## config.mk

```make
export PLATFORM = sky130hd
export DESIGN_NAME = alu_seq_ctrl
export DESIGN_NICKNAME = d
export VERILOG_FILES = /design/src/rtl/alu_seq_pkg.sv /design/src/rtl/alu_seq_cond.sv /design/src/rtl/alu_seq_ctrl.sv
export SDC_FILE = /design/constraint.sdc
export NUM_CORES = 1
export LEC_CHECK = 0
export BUFFER_PORTS_ARGS = -buffer_cell sky130_fd_sc_hd__buf_2
export CORE_MARGIN = 10
export CORE_UTILIZATION = 37
export CTS_BUF_LIST = sky130_fd_sc_hd__clkbuf_16
export DETAILED_ROUTE_END_ITERATION = 12
export HOLD_SLACK_MARGIN = 0.1
export PLACE_DENSITY_LB_ADDON = 0.05
export RECOVER_POWER = 100
export SKIP_LAST_GASP = 1
export SYNTH_ARGS = -nofsm -noshare
export SYNTH_HDL_FRONTEND = slang
export SYNTH_SLANG_ARGS = --single-unit
```

## constraint.sdc

```tcl
create_clock -name clk -period 4.55 [get_ports clk]
set_clock_uncertainty 0.15 [all_clocks]
set_input_delay 0.2275 -clock clk [delete_from_list [all_inputs] [get_ports clk]]
set_output_delay 0.2275 -clock clk [all_outputs]
set_load 0.05 [all_outputs]
```

## src/rtl/alu_seq_pkg.sv

```systemverilog
// rtl/alu_seq_pkg.sv - shared encodings for the ALU sequencer
package alu_seq_pkg;

    typedef enum logic [1:0] {
        S_IDLE = 2'd0,
        S_READ = 2'd1,
        S_EXEC = 2'd2,
        S_WB   = 2'd3
    } state_t;

    localparam logic [1:0] COND_ALWAYS = 2'b00;
    localparam logic [1:0] COND_Z      = 2'b10;
    localparam logic [1:0] COND_C      = 2'b01;
    localparam logic [1:0] COND_NEVER  = 2'b11;

    localparam logic OP_ADD  = 1'b0;
    localparam logic OP_NAND = 1'b1;

endpackage

```

## src/rtl/alu_seq_cond.sv

```systemverilog
// rtl/alu_seq_cond.sv - write-enable decision from condition code and current flags
module alu_seq_cond
    import alu_seq_pkg::*;
(
    input  logic [1:0] cond,
    input  logic       flag_c,
    input  logic       flag_z,
    output logic       wr_ok
);

    // Select which flag (if any) gates the write-back
    always_comb begin
        wr_ok = 1'b0;
        case (cond)
            COND_ALWAYS: wr_ok = 1'b1;
            COND_Z:      wr_ok = flag_z;
            COND_C:      wr_ok = flag_c;
            COND_NEVER:  wr_ok = 1'b0;
            default:     wr_ok = 1'b0;
        endcase
    end

endmodule

```

## src/rtl/alu_seq_ctrl.sv

```systemverilog
// rtl/alu_seq_ctrl.sv - 4-cycle ADD/NAND sequencer; optional ALU_SEQ_SKIP_CNT_EN adds skip_cnt
module alu_seq_ctrl
    import alu_seq_pkg::*;
#(
    parameter int DATA_W = 16,
    parameter int REG_AW = 3,
    parameter int IMM_W  = 6
) (
    input  logic              clk,
    input  logic              rst_n,
    input  logic              instr_valid,
    output logic              instr_ready,
    input  logic              instr_op,
    input  logic [1:0]        instr_cond,
    input  logic              instr_imm,
    input  logic [REG_AW-1:0] instr_ra,
    input  logic [REG_AW-1:0] instr_rb,
    input  logic [REG_AW-1:0] instr_rc,
    input  logic [IMM_W-1:0]  instr_imm6,
    output logic [REG_AW-1:0] rf_ra_addr,
    output logic [REG_AW-1:0] rf_rb_addr,
    input  logic [DATA_W-1:0] rf_ra_data,
    input  logic [DATA_W-1:0] rf_rb_data,
    output logic [DATA_W-1:0] alu_in1,
    output logic [DATA_W-1:0] alu_in2,
    output logic              alu_op,
    input  logic [DATA_W-1:0] alu_out,
    input  logic              alu_carry,
    output logic              rf_wr_en,
    output logic [REG_AW-1:0] rf_wr_addr,
    output logic [DATA_W-1:0] rf_wr_data,
    output logic              flag_c,
    output logic              flag_z,
    output logic              done
`ifdef ALU_SEQ_SKIP_CNT_EN
    ,
    output logic [15:0]       skip_cnt
`endif
);

    state_t             state_q;
    logic               op_q;
    logic               imm_q;
    logic [1:0]         cond_q;
    logic [IMM_W-1:0]   imm6_q;
    logic [DATA_W-1:0]  result_q;
    logic               carry_q;
    logic               zero_q;
    logic               wr_q;
    logic               wr_ok;
    logic [DATA_W-1:0]  imm_ext;

    assign imm_ext    = {{(DATA_W-IMM_W){imm6_q[IMM_W-1]}}, imm6_q};
    assign alu_in1    = rf_ra_data;
    assign alu_in2    = imm_q ? imm_ext : rf_rb_data;
    assign alu_op     = op_q;
    assign rf_wr_data = result_q;

    // Condition is judged against the flags left by the previous instruction
    alu_seq_cond u_cond (
        .cond   (cond_q),
        .flag_c (flag_c),
        .flag_z (flag_z),
        .wr_ok  (wr_ok)
    );

    // Sequencer FSM: latch, read RF, execute, write back; all outputs registered
    always_ff @(posedge clk) begin
        if (!rst_n) begin
            state_q     <= S_IDLE;
            instr_ready <= 1'b1;
            rf_wr_en    <= 1'b0;
            done        <= 1'b0;
            flag_c      <= 1'b0;
            flag_z      <= 1'b0;
            op_q        <= OP_ADD;
            imm_q       <= 1'b0;
            cond_q      <= COND_ALWAYS;
            imm6_q      <= '0;
            rf_ra_addr  <= '0;
            rf_rb_addr  <= '0;
            rf_wr_addr  <= '0;
            result_q    <= '0;
            carry_q     <= 1'b0;
            zero_q      <= 1'b0;
            wr_q        <= 1'b0;
`ifdef ALU_SEQ_SKIP_CNT_EN
            skip_cnt    <= 16'd0;
`endif
        end else begin
            case (state_q)
                S_IDLE: begin
                    if (instr_valid) begin
                        op_q        <= instr_op;
                        imm_q       <= instr_imm;
                        // ADI is unconditional regardless of its cond field
                        cond_q      <= instr_imm ? COND_ALWAYS : instr_cond;
                        imm6_q      <= instr_imm6;
                        rf_ra_addr  <= instr_ra;
                        rf_rb_addr  <= instr_rb;
                        rf_wr_addr  <= instr_rc;
                        instr_ready <= 1'b0;
                        state_q     <= S_READ;
                    end
                end
                S_READ: begin
                    state_q <= S_EXEC;
                end
                S_EXEC: begin
                    result_q <= alu_out;
                    carry_q  <= alu_carry;
                    zero_q   <= (alu_out == '0);
                    wr_q     <= wr_ok;
                    rf_wr_en <= wr_ok;
                    done     <= 1'b1;
                    state_q  <= S_WB;
                end
                S_WB: begin
                    rf_wr_en    <= 1'b0;
                    done        <= 1'b0;
                    instr_ready <= 1'b1;
                    if (wr_q) begin
                        flag_z <= zero_q;
                        if (op_q == OP_ADD) begin
                            flag_c <= carry_q;
                        end
                    end
`ifdef ALU_SEQ_SKIP_CNT_EN
                    else begin
                        skip_cnt <= skip_cnt + 16'd1;
                    end
`endif
                    state_q <= S_IDLE;
                end
                default: begin
                    state_q <= S_IDLE;
                end
            endcase
        end
    end

endmodule

```

==> run_summary.xml, run 1 <==
<?xml version="1.0" encoding="UTF-8"?>
<metrics>
  <group name="sta">
    <metric name="slew_headroom" unit="">-0.0307</metric>
    <metric name="report.final.setup_viol" unit="">0</metric>
    <metric name="finalHoldWorstSlack" unit="ps">276</metric>
    <metric name="fmaxAchievable" unit="MHz">429</metric>
    <metric name="finalSetupTns" unit="ps">0</metric>
    <metric name="final_min_period_over_clock_period" unit="">0.512</metric>
    <metric name="hold_viol_final" unit="">0</metric>
    <metric name="period_minus_slack" unit="ps">2330</metric>
    <metric name="grt_setup_unrepaired" unit="">false</metric>
    <metric name="worst-slew-pin-transition" unit="ps">1550</metric>
    <metric name="timing_max_transition_violations_final" unit="">26</metric>
  </group>
  <group name="place">
    <metric name="io_buffers" unit="">101</metric>
    <metric name="place_hpwl" unit="µm">4060</metric>
    <metric name="routability_driven_placement_congestion_ratio" unit="">0.701</metric>
  </group>
  <group name="grt">
    <metric name="grt_max_degree" unit="">46</metric>
    <metric name="grt-ovfl-total" unit="">0</metric>
    <metric name="via_count_of_the_first_global_routing_pass" unit="">1857</metric>
    <metric name="grt_antenna_before_repair" unit="">0</metric>
    <metric name="grt_use_total" unit="">0.126</metric>
    <metric name="grt_pass1_wl" unit="µm">9180</metric>
  </group>
  <group name="route">
    <metric name="drc" unit="">0</metric>
    <metric name="routed_wl" unit="µm">5770</metric>
    <metric name="antenna_left" unit="">0</metric>
    <metric name="via_per_inst" unit="">4.47</metric>
    <metric name="dr_total_vias" unit="">1890</metric>
    <metric name="number_of_violations_reported_at_the_end_of_detailed_routing_iteration_0" unit="">55</metric>
    <metric name="average_wire_per_standard_cell" unit="µm">13.6</metric>
    <metric name="drt_pre_antenna_iters" unit="">4</metric>
  </group>
  <group name="critical_path">
    <metric name="critical_path_peak_fanout" unit="">25</metric>
    <metric name="crit_required" unit="ps">4570</metric>
    <metric name="worst_setup_path_start_kind" unit="">flop</metric>
    <metric name="path_delay_family" unit="">buffers and inverters</metric>
    <metric name="cp_slowest_stage_delay" unit="ps">1120</metric>
    <metric name="critical_path.slowest_cell" unit="">clkbuf_1</metric>
    <metric name="crit_buf_inv" unit="">2</metric>
    <metric name="worst-endpoint-arrival" unit="ps">2350</metric>
    <metric name="path_class" unit="">reg -&gt; reg</metric>
    <metric name="worstPathCellList" unit="">inv_1 -&gt; ha_1 -&gt; clkbuf_1 -&gt; mux2i_1 -&gt; nor2b_1</metric>
    <metric name="worst_setup_path_end_kind" unit="">flop</metric>
  </group>
  <group name="job">
    <metric name="maxCapViolCount" unit="">1</metric>
  </group>
  <group name="cts">
    <metric name="clk-insertion-delay-late" unit="ps">290</metric>
    <metric name="cts-resized-gates" unit="">0</metric>
    <metric name="clk_slew_on_worst_s_h_paths" unit="ps">60</metric>
    <metric name="cts_made_buffers" unit="">5</metric>
    <metric name="hold_buffers" unit="">36</metric>
    <metric name="clock_tree.buffer_depth" unit="">2</metric>
    <metric name="cts-htree-levels" unit="">2</metric>
    <metric name="cts_root_buffer" unit="">clkbuf_16</metric>
    <metric name="cts_num_sinks" unit="">45</metric>
    <metric name="tritoncts" unit="">built</metric>
    <metric name="cts_setup_buffers" unit="">0</metric>
  </group>
  <group name="power_and_ir_drop">
    <metric name="pwr-share-clk" unit="">0.243</metric>
    <metric name="p_leak" unit="µW">0.00119</metric>
    <metric name="sw_frac_of_total" unit="">0.426</metric>
    <metric name="comb_power_share" unit="">0.409</metric>
    <metric name="p_switching" unit="µW">627</metric>
    <metric name="p_int" unit="µW">846</metric>
    <metric name="powerDensity" unit="nW/µm²">501</metric>
    <metric name="irDropWorstVdd" unit="mV">0.228</metric>
    <metric name="seq_power_share" unit="">0.348</metric>
  </group>
  <group name="yosys">
    <metric name="mappedNetlistNets" unit="">310</metric>
    <metric name="synth-seq-area-share" unit="">0.431</metric>
    <metric name="post_synth_num_cell_types" unit="">27</metric>
    <metric name="synth.cell_area" unit="µm²">2090</metric>
    <metric name="postSynthCellCount" unit="">235</metric>
    <metric name="synthesized_area_divided_by_synthesized_cell_count" unit="µm²">8.90</metric>
    <metric name="ys_warn_count" unit="">0</metric>
    <metric name="ys_ff_latch" unit="">45</metric>
  </group>
  <group name="layout">
    <metric name="finalNetCount" unit="">425</metric>
    <metric name="antenna_cells_inserted" unit="">0</metric>
    <metric name="layout.cells.most_common_list" unit="">buf_2 (54), clkbuf_1 (48), dfxtp_1 (45)</metric>
    <metric name="final_layout_size_suffix_gt1_frac" unit="">0.191</metric>
    <metric name="area_growth" unit="%">40.6</metric>
    <metric name="final_common_cell" unit="">buf_2</metric>
  </group>
  <group name="floorplanning">
    <metric name="dieWidth" unit="µm">95.2</metric>
    <metric name="die_area" unit="µm²">9060</metric>
    <metric name="std_cell_rows" unit="">27</metric>
    <metric name="die_y" unit="µm">95.2</metric>
    <metric name="boundaryPins" unit="">134</metric>
    <metric name="floorplan.initialDensity" unit="">0.380</metric>
    <metric name="fp.coreArea" unit="µm²">5510</metric>
  </group>
  <group name="run_status">
    <metric name="outcome" unit="">finished, violations left</metric>
    <metric name="violations_in_the_final_reports" unit="">max-capacitance violations, max-slew violations</metric>
  </group>
  <group name="hold_path">
    <metric name="worst_hold_path_type" unit="">in -&gt; reg</metric>
  </group>
</metrics>
## cells in the mapped netlist
cell	n	area, µm²
nor2b_1	19	119
nand3_1	2	10.0
o21ai_0	15	75.1
nand2_1	42	158
mux2_2	5	56.3
mux2i_1	18	180
nand4b_1	1	8.76
buf_2	3	15.0
o211a_1	1	10.0
clkbuf_1	6	22.5
inv_1	14	52.6
nand2b_1	2	12.5
nor4b_1	1	8.76
a21boi_0	11	82.6
nor2_1	2	7.51
and2_1	1	6.26
dfxtp_1	45	901
a22o_1	1	8.76
a21oi_1	3	15.0
o22ai_1	1	6.26
nor4_1	3	18.8
ha_1	4	50.1
nand3b_1	3	22.5
a21boi_1	10	75.1
buf_4	20	150
o21a_1	1	7.51
buf_6	1	11.3
## routing by layer
metal,vias to the layer above,routed length [µm],track usage,share of wire
li1,986,-,-,-
met1,826,2350,0.147,0.41
met2,66,2580,0.191,0.45
met3,12,741,0.0628,0.13
met4,0,93,0.0524,0.016
met5,-,0,0,0
## tightest hold or removal path, delay by kind of cell
| family | cells | cell delay (ps) |
|---|---|---|
| simple gates | 1 | 200 |
| buf+inv | 1 | 90 |
| compound gates | 1 | 160 |
## cell families after synthesis
logic type	Yosys count	share of synthesized area
flops	45	0.431
compound gates	43	0.134
simple gates	76	0.178
mux	23	0.113
fa+ha+maj	4	0.0239
buf+inv	44	0.120
## sequential cells by signal, summed over array words and instances, names as in the netlist, 2 cells and up
signal	count
imm6_q	6
rf_wr_data	16
rf_wr_addr	3
state_q	2
rf_ra_addr	3
cond_q	2
rf_rb_addr	3
## through the flow
step / util / instance area [µm²] / setup WS (ps) / cells / power (µW)
3_3_place_gp: 0.453 / 2490 / 2810 / 379 / 1120
6_report: 0.534 / 2940 / 2220 / 423 / 1470
5_1_grt: 0.534 / 2940 / 2020 / 423 / 1570
4_1_cts: 0.545 / 3000 / 2430 / 423 / 1510
3_5_place_dp: 0.453 / 2490 / 2740 / 379 / 1120
2_1_floorplan: - / 2090 / 2460 / 235 / 1040
## final cells by class
class                      instances  area, µm²
fill                             544       2570
multi-input combinational        146        938
clock buffer                       5        125
sequential                        45        901
timing repair buffer             138        811
clock inverter                     3       22.5
tap                               72       90.1
inverter                          14       52.6
## power groups by stage
| stage | Combinational [µW] | Clock [µW] | Sequential [µW] |
|---|---|---|---|
| global route | 660 | 384 | 525 |
| detailed placement | 605 | 0 | 520 |
| finish | 602 | 358 | 513 |
| floorplan | 364 | 0 | 676 |
| CTS | 630 | 370 | 513 |
| global placement | 602 | 0 | 520 |
## path summary, 6_finish.rpt
check | slack, ps | cells after the start | from | to
worst max-delay path | 2220 | 5 | state_q[0] | rf_wr_data[7]
worst min-delay path | 280 | 3 | instr_valid | state_q[0]
worst max register to register | 2220 | 5 | state_q[0] | rf_wr_data[7]
worst min register to register | 310 | 1 | done | done
Note: power is estimated with default switching activity, not from simulation.
==> inputs of run 2 (changes only) <==
clock period = 2.3 ns   (was 4.55 ns; I/O delays follow)
==> run 2 against run 1 <==
  * The flow now finishes without violations
  * Sequential power increased by 97%
  * Sequential cell count is the same
  * Final area rose by 8.9%
  * Largest cell class is now buffers
  * Highest routed layer unchanged
==> run_summary.xml, run 2 (synthesis gave the netlist of run 1 again) <==
<?xml version="1.0" encoding="UTF-8"?>
<metrics>
  <group name="run_status">
    <metric name="outcome" unit="">completed</metric>
  </group>
  <group name="place">
    <metric name="dpl.cell_count" unit="">383</metric>
    <metric name="place_hpwl" unit="µm">4210</metric>
    <metric name="io_buffers" unit="">101</metric>
    <metric name="routability_driven_placement_congestion_ratio" unit="">0.700</metric>
  </group>
  <group name="critical_path">
    <metric name="setup.reg_to_reg.worst_slack" unit="ps">280</metric>
    <metric name="path_class" unit="">reg -&gt; reg</metric>
    <metric name="crit_required" unit="ps">2320</metric>
    <metric name="critical_path_peak_fanout" unit="">25</metric>
    <metric name="worst_setup_path_start_kind" unit="">flop</metric>
    <metric name="worst-endpoint-arrival" unit="ps">2040</metric>
    <metric name="worst_setup_path_end_kind" unit="">flop</metric>
  </group>
  <group name="layout">
    <metric name="antenna_cells_inserted" unit="">0</metric>
    <metric name="n_fill_cell" unit="">542</metric>
    <metric name="multi_input_area" unit="µm²">938</metric>
    <metric name="layout.cells.most_common_list" unit="">dlygate4sd3_1 (60), buf_2 (54), clkbuf_1 (48)</metric>
    <metric name="area_growth" unit="%">53.1</metric>
    <metric name="final_common_cell" unit="">dlygate4sd3_1</metric>
    <metric name="stdcell_count" unit="">451</metric>
    <metric name="final_core_util" unit="">0.581</metric>
    <metric name="finalNetCount" unit="">453</metric>
    <metric name="final_layout_size_suffix_gt1_frac" unit="">0.185</metric>
    <metric name="largest_register_ffs" unit="">16</metric>
    <metric name="seqCellArea" unit="µm²">901</metric>
  </group>
  <group name="cts">
    <metric name="clock_tree.buffer_depth" unit="">2</metric>
    <metric name="tritoncts" unit="">built</metric>
    <metric name="cts_root_buffer" unit="">clkbuf_16</metric>
    <metric name="hold_buffers" unit="">60</metric>
    <metric name="cts-resized-gates" unit="">0</metric>
    <metric name="cts_made_buffers" unit="">5</metric>
    <metric name="cts_num_sinks" unit="">45</metric>
    <metric name="cts-htree-levels" unit="">2</metric>
    <metric name="clk-insertion-delay-late" unit="ps">280</metric>
    <metric name="clk_slew_on_worst_s_h_paths" unit="ps">60</metric>
    <metric name="cts_setup_buffers" unit="">0</metric>
  </group>
  <group name="sta">
    <metric name="hold_viol_final" unit="">0</metric>
    <metric name="report.final.setup_viol" unit="">0</metric>
    <metric name="period_minus_slack" unit="ps">2020</metric>
    <metric name="worst-slew-pin-transition" unit="ps">886</metric>
    <metric name="finalHoldWorstSlack" unit="ps">141</metric>
    <metric name="finalSetupTns" unit="ps">0</metric>
    <metric name="timing_max_transition_violations_final" unit="">0</metric>
    <metric name="final_min_period_over_clock_period" unit="">0.879</metric>
    <metric name="grt_setup_unrepaired" unit="">false</metric>
    <metric name="slew_headroom" unit="">0.409</metric>
    <metric name="fmaxAchievable" unit="MHz">495</metric>
  </group>
  <group name="power_and_ir_drop">
    <metric name="p_leak" unit="µW">0.00134</metric>
    <metric name="powerDensity" unit="nW/µm²">942</metric>
    <metric name="finalPower" unit="µW">3020</metric>
    <metric name="irDropWorstVdd" unit="mV">0.445</metric>
  </group>
  <group name="grt">
    <metric name="grt-ovfl-total" unit="">0</metric>
    <metric name="grt_use_total" unit="">0.138</metric>
    <metric name="via_count_of_the_first_global_routing_pass" unit="">2181</metric>
    <metric name="grt_max_degree" unit="">37</metric>
    <metric name="grt_pass1_wl" unit="µm">10200</metric>
    <metric name="grt_antenna_before_repair" unit="">0</metric>
  </group>
  <group name="floorplanning">
    <metric name="fp.coreArea" unit="µm²">5510</metric>
    <metric name="dieWidth" unit="µm">95.2</metric>
    <metric name="boundaryPins" unit="">134</metric>
    <metric name="die_y" unit="µm">95.2</metric>
    <metric name="floorplan.initialDensity" unit="">0.380</metric>
    <metric name="std_cell_rows" unit="">27</metric>
    <metric name="die_area" unit="µm²">9060</metric>
  </group>
  <group name="route">
    <metric name="dr_total_vias" unit="">2022</metric>
    <metric name="average_wire_per_standard_cell" unit="µm">14.2</metric>
    <metric name="drc" unit="">0</metric>
    <metric name="routed_wl" unit="µm">6420</metric>
    <metric name="drt_pre_antenna_iters" unit="">4</metric>
    <metric name="via_per_inst" unit="">4.48</metric>
    <metric name="antenna_left" unit="">0</metric>
    <metric name="number_of_violations_reported_at_the_end_of_detailed_routing_iteration_0" unit="">25</metric>
  </group>
  <group name="job">
    <metric name="maxCapViolCount" unit="">0</metric>
  </group>
  <group name="hold_path">
    <metric name="worst_hold_path_type" unit="">in -&gt; reg</metric>
  </group>
</metrics>
-- run 2: metrics by stage --
step / instance area, µm² / setup WS, ps
2_1_floorplan: 2090 / 318
3_3_place_gp: 2520 / 665
3_5_place_dp: 2520 / 598
4_1_cts: 3260 / 279
5_1_grt: 3200 / 124
6_report: 3200 / 279
-- run 2: critical path: stages (launching register included) --
cell           delay, ps
dfxtp_1              320
inv_1                100
ha_1                 150
buf_4                330
mux2i_1              230
nor2b_1               60
dlygate4sd3_1        560
-- run 2: path summary, 6_finish.rpt --
kind	from	end	depth (start not counted)
setup / recovery	state_q[0]	rf_wr_data[2]	6
hold / removal	instr_valid	state_q[0]	3
setup reg to reg	state_q[0]	rf_wr_data[2]	6
hold reg to reg	done	done	1
-- run 2: where the power goes --
part	internal [µW]	switching, µW	total (µW)
clock network	394	288	682
logic	403	922	1320
registers	925	84.9	1010
-- run 2: metal layers --
metal,part of all wire,vias up,track usage,wire length (µm)
li1,-,1045,-,-
met5,0,-,0,0
met3,0.12,6,0.0652,800
met1,0.40,890,0.147,2590
met2,0.46,81,0.239,2960
met4,0.010,0,0.0411,66
-- run 2: layout make-up --
cell class,count,share of cell area
Sequential cell,45,0.281
Tap cell,72,0.0281
Multi-Input combinational cell,146,0.293
Clock buffer,5,0.0391
Clock inverter,3,0.00430
Timing Repair Buffer,166,0.338
Inverter,14,0.0164
